<file path="src/rtl/muldiv_unit.sv">
`default_nettype none
// ============================================================================
// Module      : muldiv_unit
// Description : Iterative signed/unsigned multiply/divide unit with
//               architectural HI/LO result registers. Uses a start/busy/done
//               handshake so the control FSM can stall until the result is
//               ready. One shift-add (multiply) or restoring (divide) step is
//               performed per cycle on a 2*WIDTH accumulator, followed by a
//               sign-fixup cycle.
//               Optional feature macro: MULDIV_DIV_EN
//                 defined   -> divide datapath present (div/divu supported)
//                 undefined -> divide omitted; div/divu raise op_err
// Revision    : 1.0 - initial release
// ============================================================================
module muldiv_unit #(
  parameter  int WIDTH = 32,
  localparam int CW    = $clog2(WIDTH + 1)
) (
  input  logic             Clk,
  input  logic             reset,
  input  logic             start,
  input  logic [1:0]       op,
  input  logic [WIDTH-1:0] a,
  input  logic [WIDTH-1:0] b,
  input  logic             wr_hi,
  input  logic             wr_lo,
  input  logic [WIDTH-1:0] wdata,
  output logic             busy,
  output logic             done,
  output logic [WIDTH-1:0] hi,
  output logic [WIDTH-1:0] lo,
  output logic             div_by_zero,
  output logic             op_err,
  output logic [CW-1:0]    counter
);

  typedef enum logic [1:0] {
    S_IDLE = 2'd0,
    S_CALC = 2'd1,
    S_SIGN = 2'd2,
    S_DONE = 2'd3
  } state_t;

  state_t state_q, state_d;

  // acc holds {partial product, multiplier} or {remainder, quotient}
  logic [2*WIDTH-1:0] acc_q,  acc_d;
  // operand held fixed during iteration: multiplicand or divisor magnitude
  logic [WIDTH-1:0]   opnd_q, opnd_d;
  logic [CW-1:0]      cnt_q,  cnt_d;
  logic [WIDTH-1:0]   hi_q,   hi_d;
  logic [WIDTH-1:0]   lo_q,   lo_d;
  // product / quotient must be negated at the end
  logic               neg_q,  neg_d;
  logic               dbz_q,  dbz_d;
  logic               err_q,  err_d;

`ifdef MULDIV_DIV_EN
  logic               is_div_q, is_div_d;
  // remainder takes the sign of the dividend
  logic               rneg_q,   rneg_d;
`endif

  // Operand sign handling: signed ops (op[0]==0) work on magnitudes
  logic               op_signed;
  logic               a_neg, b_neg;
  logic [WIDTH-1:0]   a_mag, b_mag;
  logic               op_rejected;

  // Multiply step: conditional add of the multiplicand, then shift right
  logic [WIDTH:0]     mul_sum;
  logic [2*WIDTH-1:0] mul_next;
  logic [2*WIDTH-1:0] prod_fin;

`ifdef MULDIV_DIV_EN
  // Divide step: shift the {remainder, quotient} pair left, trial subtract
  logic [WIDTH:0]     div_shift;
  logic               div_ge;
  logic [WIDTH-1:0]   div_diff;
  logic [2*WIDTH-1:0] div_next;
  logic [WIDTH-1:0]   quo_fin;
  logic [WIDTH-1:0]   rem_fin;
`endif

  assign op_signed = ~op[0];
  assign a_neg     = op_signed & a[WIDTH-1];
  assign b_neg     = op_signed & b[WIDTH-1];
  assign a_mag     = a_neg ? -a : a;
  assign b_mag     = b_neg ? -b : b;

`ifdef MULDIV_DIV_EN
  assign op_rejected = 1'b0;
`else
  // Without divide hardware, div/divu requests are refused
  assign op_rejected = op[1];
`endif

  assign mul_sum  = {1'b0, acc_q[2*WIDTH-1:WIDTH]} + (acc_q[0] ? {1'b0, opnd_q} : '0);
  assign mul_next = {mul_sum, acc_q[WIDTH-1:1]};
  assign prod_fin = neg_q ? -acc_q : acc_q;

`ifdef MULDIV_DIV_EN
  assign div_shift = acc_q[2*WIDTH-1:WIDTH-1];
  assign div_ge    = (div_shift >= {1'b0, opnd_q});
  // the difference is known to fit in WIDTH bits whenever it is used
  assign div_diff  = div_shift[WIDTH-1:0] - opnd_q;
  assign div_next  = div_ge ? {div_diff, acc_q[WIDTH-2:0], 1'b1}
                            : {div_shift[WIDTH-1:0], acc_q[WIDTH-2:0], 1'b0};
  assign quo_fin   = neg_q  ? -acc_q[WIDTH-1:0]       : acc_q[WIDTH-1:0];
  assign rem_fin   = rneg_q ? -acc_q[2*WIDTH-1:WIDTH] : acc_q[2*WIDTH-1:WIDTH];
`endif

  // Next-state and datapath update; every register holds unless changed
  always_comb begin
    state_d = state_q;
    acc_d   = acc_q;
    opnd_d  = opnd_q;
    cnt_d   = cnt_q;
    hi_d    = hi_q;
    lo_d    = lo_q;
    neg_d   = neg_q;
    dbz_d   = dbz_q;
    err_d   = 1'b0;
`ifdef MULDIV_DIV_EN
    is_div_d = is_div_q;
    rneg_d   = rneg_q;
`endif

    case (state_q)
      S_IDLE: begin
        if (start && op_rejected) begin
          err_d = 1'b1;
        end else if (start) begin
          // start takes priority over any direct HI/LO write this cycle
          cnt_d   = CW'(WIDTH);
          dbz_d   = 1'b0;
          neg_d   = a_neg ^ b_neg;
          state_d = S_CALC;
          acc_d   = {{WIDTH{1'b0}}, b_mag};
          opnd_d  = a_mag;
`ifdef MULDIV_DIV_EN
          is_div_d = op[1];
          rneg_d   = a_neg;
          if (op[1]) begin
            acc_d  = {{WIDTH{1'b0}}, a_mag};
            opnd_d = b_mag;
            if (b == '0) begin
              // zero divisor: result is defined, no iteration needed
              hi_d    = a;
              lo_d    = '1;
              dbz_d   = 1'b1;
              state_d = S_DONE;
            end
          end
`endif
        end else begin
          if (wr_hi) begin
            hi_d = wdata;
          end
          if (wr_lo) begin
            lo_d = wdata;
          end
        end
      end

      S_CALC: begin
        cnt_d = cnt_q - CW'(1);
        acc_d = mul_next;
`ifdef MULDIV_DIV_EN
        if (is_div_q) begin
          acc_d = div_next;
        end
`endif
        if (cnt_q == CW'(1)) begin
          state_d = S_SIGN;
        end
      end

      S_SIGN: begin
        hi_d = prod_fin[2*WIDTH-1:WIDTH];
        lo_d = prod_fin[WIDTH-1:0];
`ifdef MULDIV_DIV_EN
        if (is_div_q) begin
          hi_d = rem_fin;
          lo_d = quo_fin;
        end
`endif
        state_d = S_DONE;
      end

      S_DONE: begin
        state_d = S_IDLE;
      end

      default: begin
        state_d = S_IDLE;
      end
    endcase
  end

  // State and datapath registers; reset discards any operation in flight
  always_ff @(posedge Clk or posedge reset) begin
    if (reset) begin
      state_q <= S_IDLE;
      acc_q   <= '0;
      opnd_q  <= '0;
      cnt_q   <= '0;
      hi_q    <= '0;
      lo_q    <= '0;
      neg_q   <= 1'b0;
      dbz_q   <= 1'b0;
      err_q   <= 1'b0;
    end else begin
      state_q <= state_d;
      acc_q   <= acc_d;
      opnd_q  <= opnd_d;
      cnt_q   <= cnt_d;
      hi_q    <= hi_d;
      lo_q    <= lo_d;
      neg_q   <= neg_d;
      dbz_q   <= dbz_d;
      err_q   <= err_d;
    end
  end

`ifdef MULDIV_DIV_EN
  // Divide-only control bits
  always_ff @(posedge Clk or posedge reset) begin
    if (reset) begin
      is_div_q <= 1'b0;
      rneg_q   <= 1'b0;
    end else begin
      is_div_q <= is_div_d;
      rneg_q   <= rneg_d;
    end
  end
`endif

  assign busy        = (state_q != S_IDLE);
  assign done        = (state_q == S_DONE);
  assign hi          = hi_q;
  assign lo          = lo_q;
  assign div_by_zero = dbz_q;
  assign op_err      = err_q;
  assign counter     = cnt_q;

endmodule
`default_nettype wire
</file>
<file path="config.mk">
export PLATFORM = sky130hd
export DESIGN_NAME = muldiv_unit
export DESIGN_NICKNAME = d
export VERILOG_FILES = /design/src/rtl/muldiv_unit.sv
export SDC_FILE = /design/constraint.sdc
export NUM_CORES = 1
export LEC_CHECK = 0
export ABC_AREA = 1
export CAP_MARGIN = 20
export CORE_MARGIN = 2
export CORE_UTILIZATION = 45
export CTS_BUF_LIST = sky130_fd_sc_hd__clkbuf_16
export DETAILED_ROUTE_END_ITERATION = 8
export PLACE_DENSITY = 0.74
export SKIP_CTS_REPAIR_TIMING = 1
export SYNTH_ARGS = -nofsm -noshare
export SYNTH_HDL_FRONTEND = slang
export SYNTH_SLANG_ARGS = --single-unit
</file>
<file path="constraint.sdc">
create_clock -name Clk -period 10.35 [get_ports Clk]
set_clock_uncertainty 0.15 [all_clocks]
set_input_delay 1.5525 -clock Clk [delete_from_list [all_inputs] [get_ports Clk]]
set_output_delay 1.5525 -clock Clk [all_outputs]
set_load 0.05 [all_outputs]
</file>
; After elaboration in Yosys (flattened, before gate mapping)
; Index checks and enable logic that the tools add are counted.
[op_classes]
addsub = 5
eq_ne = 10
mux = 24
bitwise_logic = 5
reduce_logical = 10
[ops]
columns = op, n
row1 = $mux W32, 9
row2 = $mux W64, 3
row3 = $pmux W32 S2, 2
row4 = $pmux W64 S2, 1
row5 = $neg A32 Y32, 2
row6 = $neg A64 Y64, 1
row7 = $add A32 B32 Y33, 1
row8 = $mux W6, 2
row9 = $ne A2 B2 Y1 const B, 6
row10 = $pmux W6 S2, 1
row11 = $reduce_and A3 Y1, 3
row12 = $pmux W2 S4, 1
row13 = $reduce_and A4 Y1, 2
row14 = $eq A6 B1 Y1 const B, 1
row15 = $mux W2, 3
row16 = $reduce_bool A2 Y1, 3
row17 = $sub A6 B1 Y6 const B, 1
row18 = $eq A2 B2 Y1 const B, 2
row19 = $and A1 B1 Y1, 2
row20 = $eq A2 B1 Y1 const B, 1
row21 = $logic_not A2 Y1, 1
row22 = $mux W1, 2
row23 = $not A1 Y1, 2
row24 = $logic_and A1 B1 Y1, 1
row25 = $xor A1 B1 Y1, 1
[totals]
register_bits = 170
input_bits = 103
word_cells = 62

; Depth between registers and ports, before layout
[logic_depth]
ltp_word = 6
depth_mapped = 19

; Worst setup path after synthesis
; Ideal clock, no wire load.
[synth_path]
kind = input to register
from = in b[1]
to = reg acc_q[26]
setup_time_ns = 0.117
arrival_ns = 2.781
required_time_ns = 10.083
setup_slack_ns = 7.303
path_stages = 11
path_buffers = 0
cell_sequence = inv_1 > ha_1 > nand3_1 > nor2_4 > nand3b_1 > o21ai_0 > nand2_1 > nand2_1 > nand3_1 > nand2_1 > nand2_1
[synth_between]
elab_chain_len = 5
[synth_rtl]
columns = item, line
row1 = start: declaration, 24  ; input logic [WIDTH-1:0] b,
row2 = $neg A32 Y32, 89  ; assign b_mag = b_neg ? -b : b;
row3 = $mux W32, 89
row4 = $mux W64, 133  ; end else if (start) begin
row5 = $mux W64, 131  ; if (start && op_rejected) begin
row6 = $pmux W64 S2, 129  ; case (state_q)
row7 = end signal: assignment, 205  ; acc_q <= '0;
row8 = end signal: assignment, 215  ; acc_q <= acc_d;
row9 = end: declaration, 47  ; logic [2*WIDTH-1:0] acc_q, acc_d;
; No other way between the ends. The select of a mux whose other input is x is not followed.
; A chain may end at the register's enable or synchronous reset.

; Final worst setup path
[layout_path]
from = in start
to = reg acc_q[35]
[layout_between]
elab_chain_len = 3
elab_cells_between_ends = 4
[layout_rtl]
columns = item, line
row1 = start: declaration, 21  ; input logic start,
row2 = $logic_and A1 B1 Y1, 131
row3 = $ne A2 B2 Y1 (no source line), -
row4 = $reduce_and A3 Y1 (no source line) *, -
; Mark *: on every way between the ends. The rest lies on a longest branch, timed or not.

==> impl_metrics.toml <==
[floorplanning]
die-area_um2 = 31400
io_pins = 177
die_w_um = 177
die_h_um = 177
num_rows = 63
start_util = 0.457
core_area_um2 = 29600

[synthesis]
synth-edff-count = 0
synth_mux_area_frac = 0
synth-compound-area-share = 0.148
ys_types = 40
synthSimpleGateAreaFrac = 0.381
seq_area_frac_synth = 0.315
postSynthAreaPerCell_um2 = 6.12
synth_xor_area_frac = 0.0136
ys.flop_type = "dfrtp_1"
synthAdderAreaFrac = 0.0395
synth_top_family_by_area = "simple AND/OR/NAND/NOR gates"
syn-instance-count = 2204
yosysWarnings = 0
synth_area_um2 = 13500
syn-num-nets = 2349
synthArstFlopShare = 1.00
ys_ff_latch = 170

[timing]
tightest_slew_ns = 1.07
grt_setup_unrepaired = "no"
slew_headroom = 0.286
finalCriticalPeriod_ns = 4.47
fin_ws_ns = 5.88
fin_crit_sh = 0.431
finalMaxSlewViolations = 0
finalSetupViolCount = 0
setup_tns_ns = 0
fmax_ghz = 0.224
finalHoldViolCount = 0

[cells_and_area]
layout-area-overhead-vs-synth_pct = 20.3
diodes = 0
multi_input_area_um2 = 7880
seq_area_um2 = 4260
nets = 2484
fin_cells = 2742
n_fill_cell = 2962
drive_above_1_share = 0.0357

[clocking]
cts_tree = "done"
cts-root-buf = "clkbuf_16"
cts_max_level = 4
clkTransAtPathRegs_ns = 0.08
cts_buffers = 17
insertion_delay_ns = 0.45
cts.sinks = 170
clockBufferDepth = 2

[global_routing]
grt-ovfl-total = 0
grt_antenna_before_repair = 0
gr-usage-all-layers = 0.304
grt_pass1_wl_um = 74500
grt_max_degree = 93
first_global_vias = 13800

[route]
vias = 15100
first_iter_violations = 1446
ant_nets = 0
dr.pass1.iters = 6
viasPerCell = 5.51
drc = 0
postRouteWirelength_um = 47500
avgRoutedWirePerCell_um = 17.3

[worst_setup_path]
critPathRequiredTime_ns = 10.57
end_kind = "flop"
critPathMaxFanout = 50
critPathKind = "in2reg"
cp_num_buf_inv = 4
cp_top_family = "buffers and inverters"
crit_arrival_ns = 4.68
path_cells = "clkdlybuf4s50_1 -> nand2_2 -> nor2_4 -> inv_2 -> o21ai_4 -> buf_4 -> nand2_2 -> inv_2 -> o21ai_0 -> o22ai_1"
cp-start-kind = "input pin"
crit_slowest_cell = "clkdlybuf4s50_1"
cp_slowest_stage_delay_ns = 0.53

[place]
dp.cells = 2706
portBuffers = 175
place_worst_setup_slack_ns = 5.47
routabilityCongestion = 1.02
dp_hpwl_um = 37700

[power_and_ir_drop]
p_leak_uw = 0.00801
ir_drop_uv = 174
p_per_area_nw_per_um2 = 344

[min_path]
min_path_type = "reg2reg"

[status]
status = "finished, final reports clean"

[flow_run]
cap_viol_max_count = 0
[per-stage QoR]
| step | instance area, µm² | hold slack, ns | power [µW] | util |
|---|---|---|---|---|
| final | 16200 | 0.337 | 5590 | 0.549 |
| after global routing | 16200 | 0.361 | 6010 | 0.549 |
| after CTS | 16100 | 0.339 | 5510 | 0.546 |
| after detailed placement | 15500 | 0.319 | 4800 | 0.524 |
| after global placement | 15500 | 0.314 | 4730 | 0.524 |
| after floorplan | 13500 | 0.299 | 3700 | - |
[worst register-to-register path, cell delays in order, from the launching register on]
cell	delay (ns)
dfrtp_1	0.41
inv_1	0.12
ha_1	0.51
nand2_2	0.12
nor2_4	0.41
inv_2	0.44
o21ai_4	0.14
buf_4	0.45
nand2_2	0.31
inv_2	0.46
o21ai_0	0.18
o22ai_1	0.13
[sequential cells by signal, summed over array words and instances (netlist names)]
signal and count:
state_q 2, neg_q 1, hi 32, lo 32, counter 6, acc_q 64
op_err 1, opnd_q 32
[power breakdown]
| part | switching (µW) | internal, µW |
|---|---|---|
| logic | 2440 | 1110 |
| clock network | 330 | 377 |
| registers | 337 | 985 |
[worst paths after layout]
kind                                        startpoint                endpoint  slack, ns  cells past startpoint
min in group asynchronous                        reset   opnd_q[2]$_DFFE_PP0P_       1.46                      2
worst max register to register  state_q[0]$_DFFE_PP0P_   acc_q[35]$_DFFE_PP0P_       6.45                     11
worst max-delay path                             start   acc_q[35]$_DFFE_PP0P_       5.88                     10
worst min-delay path            opnd_q[27]$_DFFE_PP0P_  opnd_q[27]$_DFFE_PP0P_       0.34                      2
max in group asynchronous                        reset   acc_q[63]$_DFFE_PP0P_       7.42                      4
worst min register to register  opnd_q[27]$_DFFE_PP0P_  opnd_q[27]$_DFFE_PP0P_       0.34                      2
[cell usage after synthesis (2+ instances only)]
cell type / instances / area share
a22oi_1: 5 / 0.0028
nor2_4: 5 / 0.0042
o211ai_1: 8 / 0.0044
a31oi_1: 5 / 0.0023
nor3_1: 20 / 0.0074
inv_1: 273 / 0.076
o21ai_0: 135 / 0.050
nor2_1: 328 / 0.091
xnor2_1: 3 / 0.0019
buf_4: 3 / 0.0017
ha_1: 41 / 0.038
or2_2: 13 / 0.0060
and2_1: 2 / 0.00093
buf_1: 6 / 0.0017
o22ai_1: 5 / 0.0023
nand4_1: 28 / 0.013
buf_2: 19 / 0.0070
nand2_2: 2 / 0.00093
nand3b_1: 6 / 0.0033
o21bai_1: 3 / 0.0017
buf_6: 4 / 0.0033
xor2_1: 18 / 0.012
nand2_1: 606 / 0.17
o21ai_2: 4 / 0.0026
clkbuf_1: 40 / 0.011
a21oi_1: 195 / 0.072
inv_2: 5 / 0.0014
o21ai_1: 17 / 0.0063
nand3_1: 225 / 0.083
dfrtp_1: 170 / 0.32
[layout make-up]
type / instances / share of cell area
inverters: 278 / 0.0646
well taps: 390 / 0.0300
multi-input cells: 1684 / 0.485
flip-flops and latches: 170 / 0.262
clock buffers: 17 / 0.0262
clock inverters: 15 / 0.0133
repair buffers: 188 / 0.119
[layout by cell type (no fill, tap or decap), types with 6 or more instances in the layout]
| cell | netlist | layout |
|---|---|---|
| nand2_1 | 606 | 606 |
| nor2_1 | 328 | 327 |
| inv_1 | 273 | 272 |
| nand3_1 | 225 | 225 |
| a21oi_1 | 195 | 193 |
| clkdlybuf4s50_1 | 0 | 175 |
| dfrtp_1 | 170 | 169 |
| o21ai_0 | 135 | 135 |
| ha_1 | 41 | 40 |
| nand4_1 | 28 | 28 |
| nor3_1 | 20 | 20 |
| xor2_1 | 18 | 18 |
| o21ai_1 | 17 | 17 |
| clkbuf_16 | 0 | 17 |
| or2_2 | 13 | 13 |
| buf_4 | 3 | 9 |
| o211ai_1 | 8 | 8 |
| nand3b_1 | 6 | 6 |
[cells by family after synthesis]
| family | count (synthesis) |
|---|---|
| adders and majority gates | 42 |
| AOI/OAI and AO/OA | 381 |
| DFF | 170 |
| and+or+nand+nor | 1239 |
| other | 1 |
| buffers and inverters | 350 |
| xor gates and xnor gates | 21 |
[routing by layer]
metal  part of all wire  track usage  vias up
met5                  0            0        -
met4              0.039        0.124        0
met3              0.070       0.0399      101
met2               0.47        0.514      623
met1               0.42        0.391     7015
li1                   -            -     7372
(Power assumes the default switching activity.)
==> RTL edit: new RTL, config.mk and constraints unchanged <==
Register the outputs `busy` and `done`; this adds one clock of latency there. The other outputs are not delayed to match.
--- a/src/rtl/muldiv_unit.sv
+++ b/src/rtl/muldiv_unit.sv
@@ -236,8 +236,10 @@
   end
 `endif
 
-  assign busy        = (state_q != S_IDLE);
-  assign done        = (state_q == S_DONE);
+  always_ff @(posedge Clk) begin
+    busy <= (state_q != S_IDLE);
+    done <= (state_q == S_DONE);
+  end
   assign hi          = hi_q;
   assign lo          = lo_q;
   assign div_by_zero = dbz_q;
Function: changed (Yosys sat finds a counterexample within 4 cycles, from zero or initial values and one cycle with reset high).
==> RTL edit against the unedited design <==
Critical path depth down 1; cell count unchanged; design area down 0.71%; highest routed layer unchanged; worst setup slack better by 0.078 ns; critical path type unchanged; total power down 1.7%; sequential cell count up 2; count of clock-buffer cells in the layout unchanged; wire length down 0.16%; largest power group unchanged; first-iteration DRC count down 8.5%; synthesized area up 0.32%; non-clock buffer count down 2; worst hold slack worse by 0.00055 ns; clock power down 8.9%.
==> RTL edit: results (changes against the unedited design) <==
- Status: finished clean
- DRT Wirelength: 47400 um (-0.16%)
- Vias in the first global route: 14300 (+3.2%)
- Reg clk slew, reported paths: 0.07 ns
- FFs w/ async S/R, synth: 98.8% (-1.2 points)
- Dpl cell area: 0.0156 mm2 (+0.52%)
- Share of layout cells above drive strength 1: 3.66% (+0.085 points)
- First DRT Iteration DRCs: 1323 (-8.5%)
- Warnings from Yosys: 0 (unchanged)
- Most instantiated cells after synthesis: nand2_1, nor2_1, inv_1
- Dpl ws: 5.55 ns (+0.0811 ns)
- Max FO, Critical Path: 60 (+20%)
- Initial antenna violation count: 0 (unchanged)
- Clock latency at the later pin of the worst-skew pair: 0.44 ns
- Hold Path Class: flop to flop
- Antenna cells: 0 (unchanged)
- Arrival time at the worst endpoint: 4.50 ns (-0.18 ns)
- GRT Overall Usage: 30.7% (+0.34 points)
- Synth unique cells: 48 (+20%)
- Synth top area cells: dfrtp_1, nand2_1, nor2_1
- Post-Synth Adder-Cell Area: 3.94% (-0.013 points)
- Leakage power: 8.04 nW (+0.41%)
- Maximum VDD drop: 0.000147 V (-16%)
- Slew headroom: 29.2% (+0.53 points)
- Global-route wire length before repair: 75800 um (+1.6%)
- Router iterations before antenna repair: 7 (+1)
- Synth Area in XOR/XNOR: 1.29% (-0.069 points)
- Gpl congestion: 0.984 (-3.1%)
- Via density: 5.48 (-0.52%)
- Sequential element share of the synthesized area: 31.7% (+0.19 points)
- Mux contribution to synthesized area: 0% (unchanged)
- Pin count of the biggest net entering global routing: 98 (+5.4%)
- Fillers: 3059 (+3.3%)
- Synth Area in Compound Gates: 14.7% (-0.094 points)
- Post-DP HPWL: 37400 um (-0.62%)
- R2R cell count: 10 (-1)
[RTL edit: per-layer routing]
layer	wire length (um)	GRT usage, %
met1	20800	41.4
met2	20900	49.0
met3	3790	5.16
met4	1920	12.3
met5	0	0
[RTL edit: worst paths after layout]
path | start | endpoint | slack [ns]
hold reg to reg | opnd_q[5] | opnd_q[5] | 0.34
setup reg to reg | state_q[0] | acc_q[12] | 6.50
hold / removal | opnd_q[5] | opnd_q[5] | 0.34
min in group asynchronous | reset | op_err | 1.52
setup / recovery | start | acc_q[12] | 5.96
max in group asynchronous | reset | lo[18] | 6.98
[RTL edit: layout make-up]
type	instances	area [um2]	share of cell area [%]
Sequential cell	172	4300	26.6
Timing Repair Buffer	186	1830	11.4
Multi-Input combinational cell	1687	7910	49.1
Tap cell	390	488	3.03
Clock buffer	17	425	2.64
Inverter	275	1040	6.43
Clock inverter	15	131	0.815
[RTL edit: critical path, cell delays in order]
cell and delay (ns):
clkdlybuf4s50_1 0.50, nand2_1 0.09, nor2_4 0.39, inv_2 0.42
o21ai_4 0.14, buf_4 0.45, inv_2 0.54, a21oi_1 0.27
a22oi_1 0.11
[RTL edit: kinds of logic after synthesis]
kind of cell | count (synthesis)
AND/OR/NAND/NOR | 1254
buffers and inverters | 345
adder cells (fa/ha/maj) | 42
XOR/XNOR | 20
flip-flops | 172
other | 1
AO/OA/AOI/OAI | 370
[RTL edit: stage by stage]
stage               std cells  power, W
floorplan                2204   0.00371
global placement         2710   0.00473
detailed placement       2710   0.00480
CTS                      2742   0.00545
global route             2742   0.00596
finish                   2742   0.00549
[RTL edit: power by group]
part,internal (W),switching (W)
Combinational,0.00109,0.00241
Clock,0.000318,0.000326
Sequential,0.000996,0.000351
Total,0.00240,0.00309
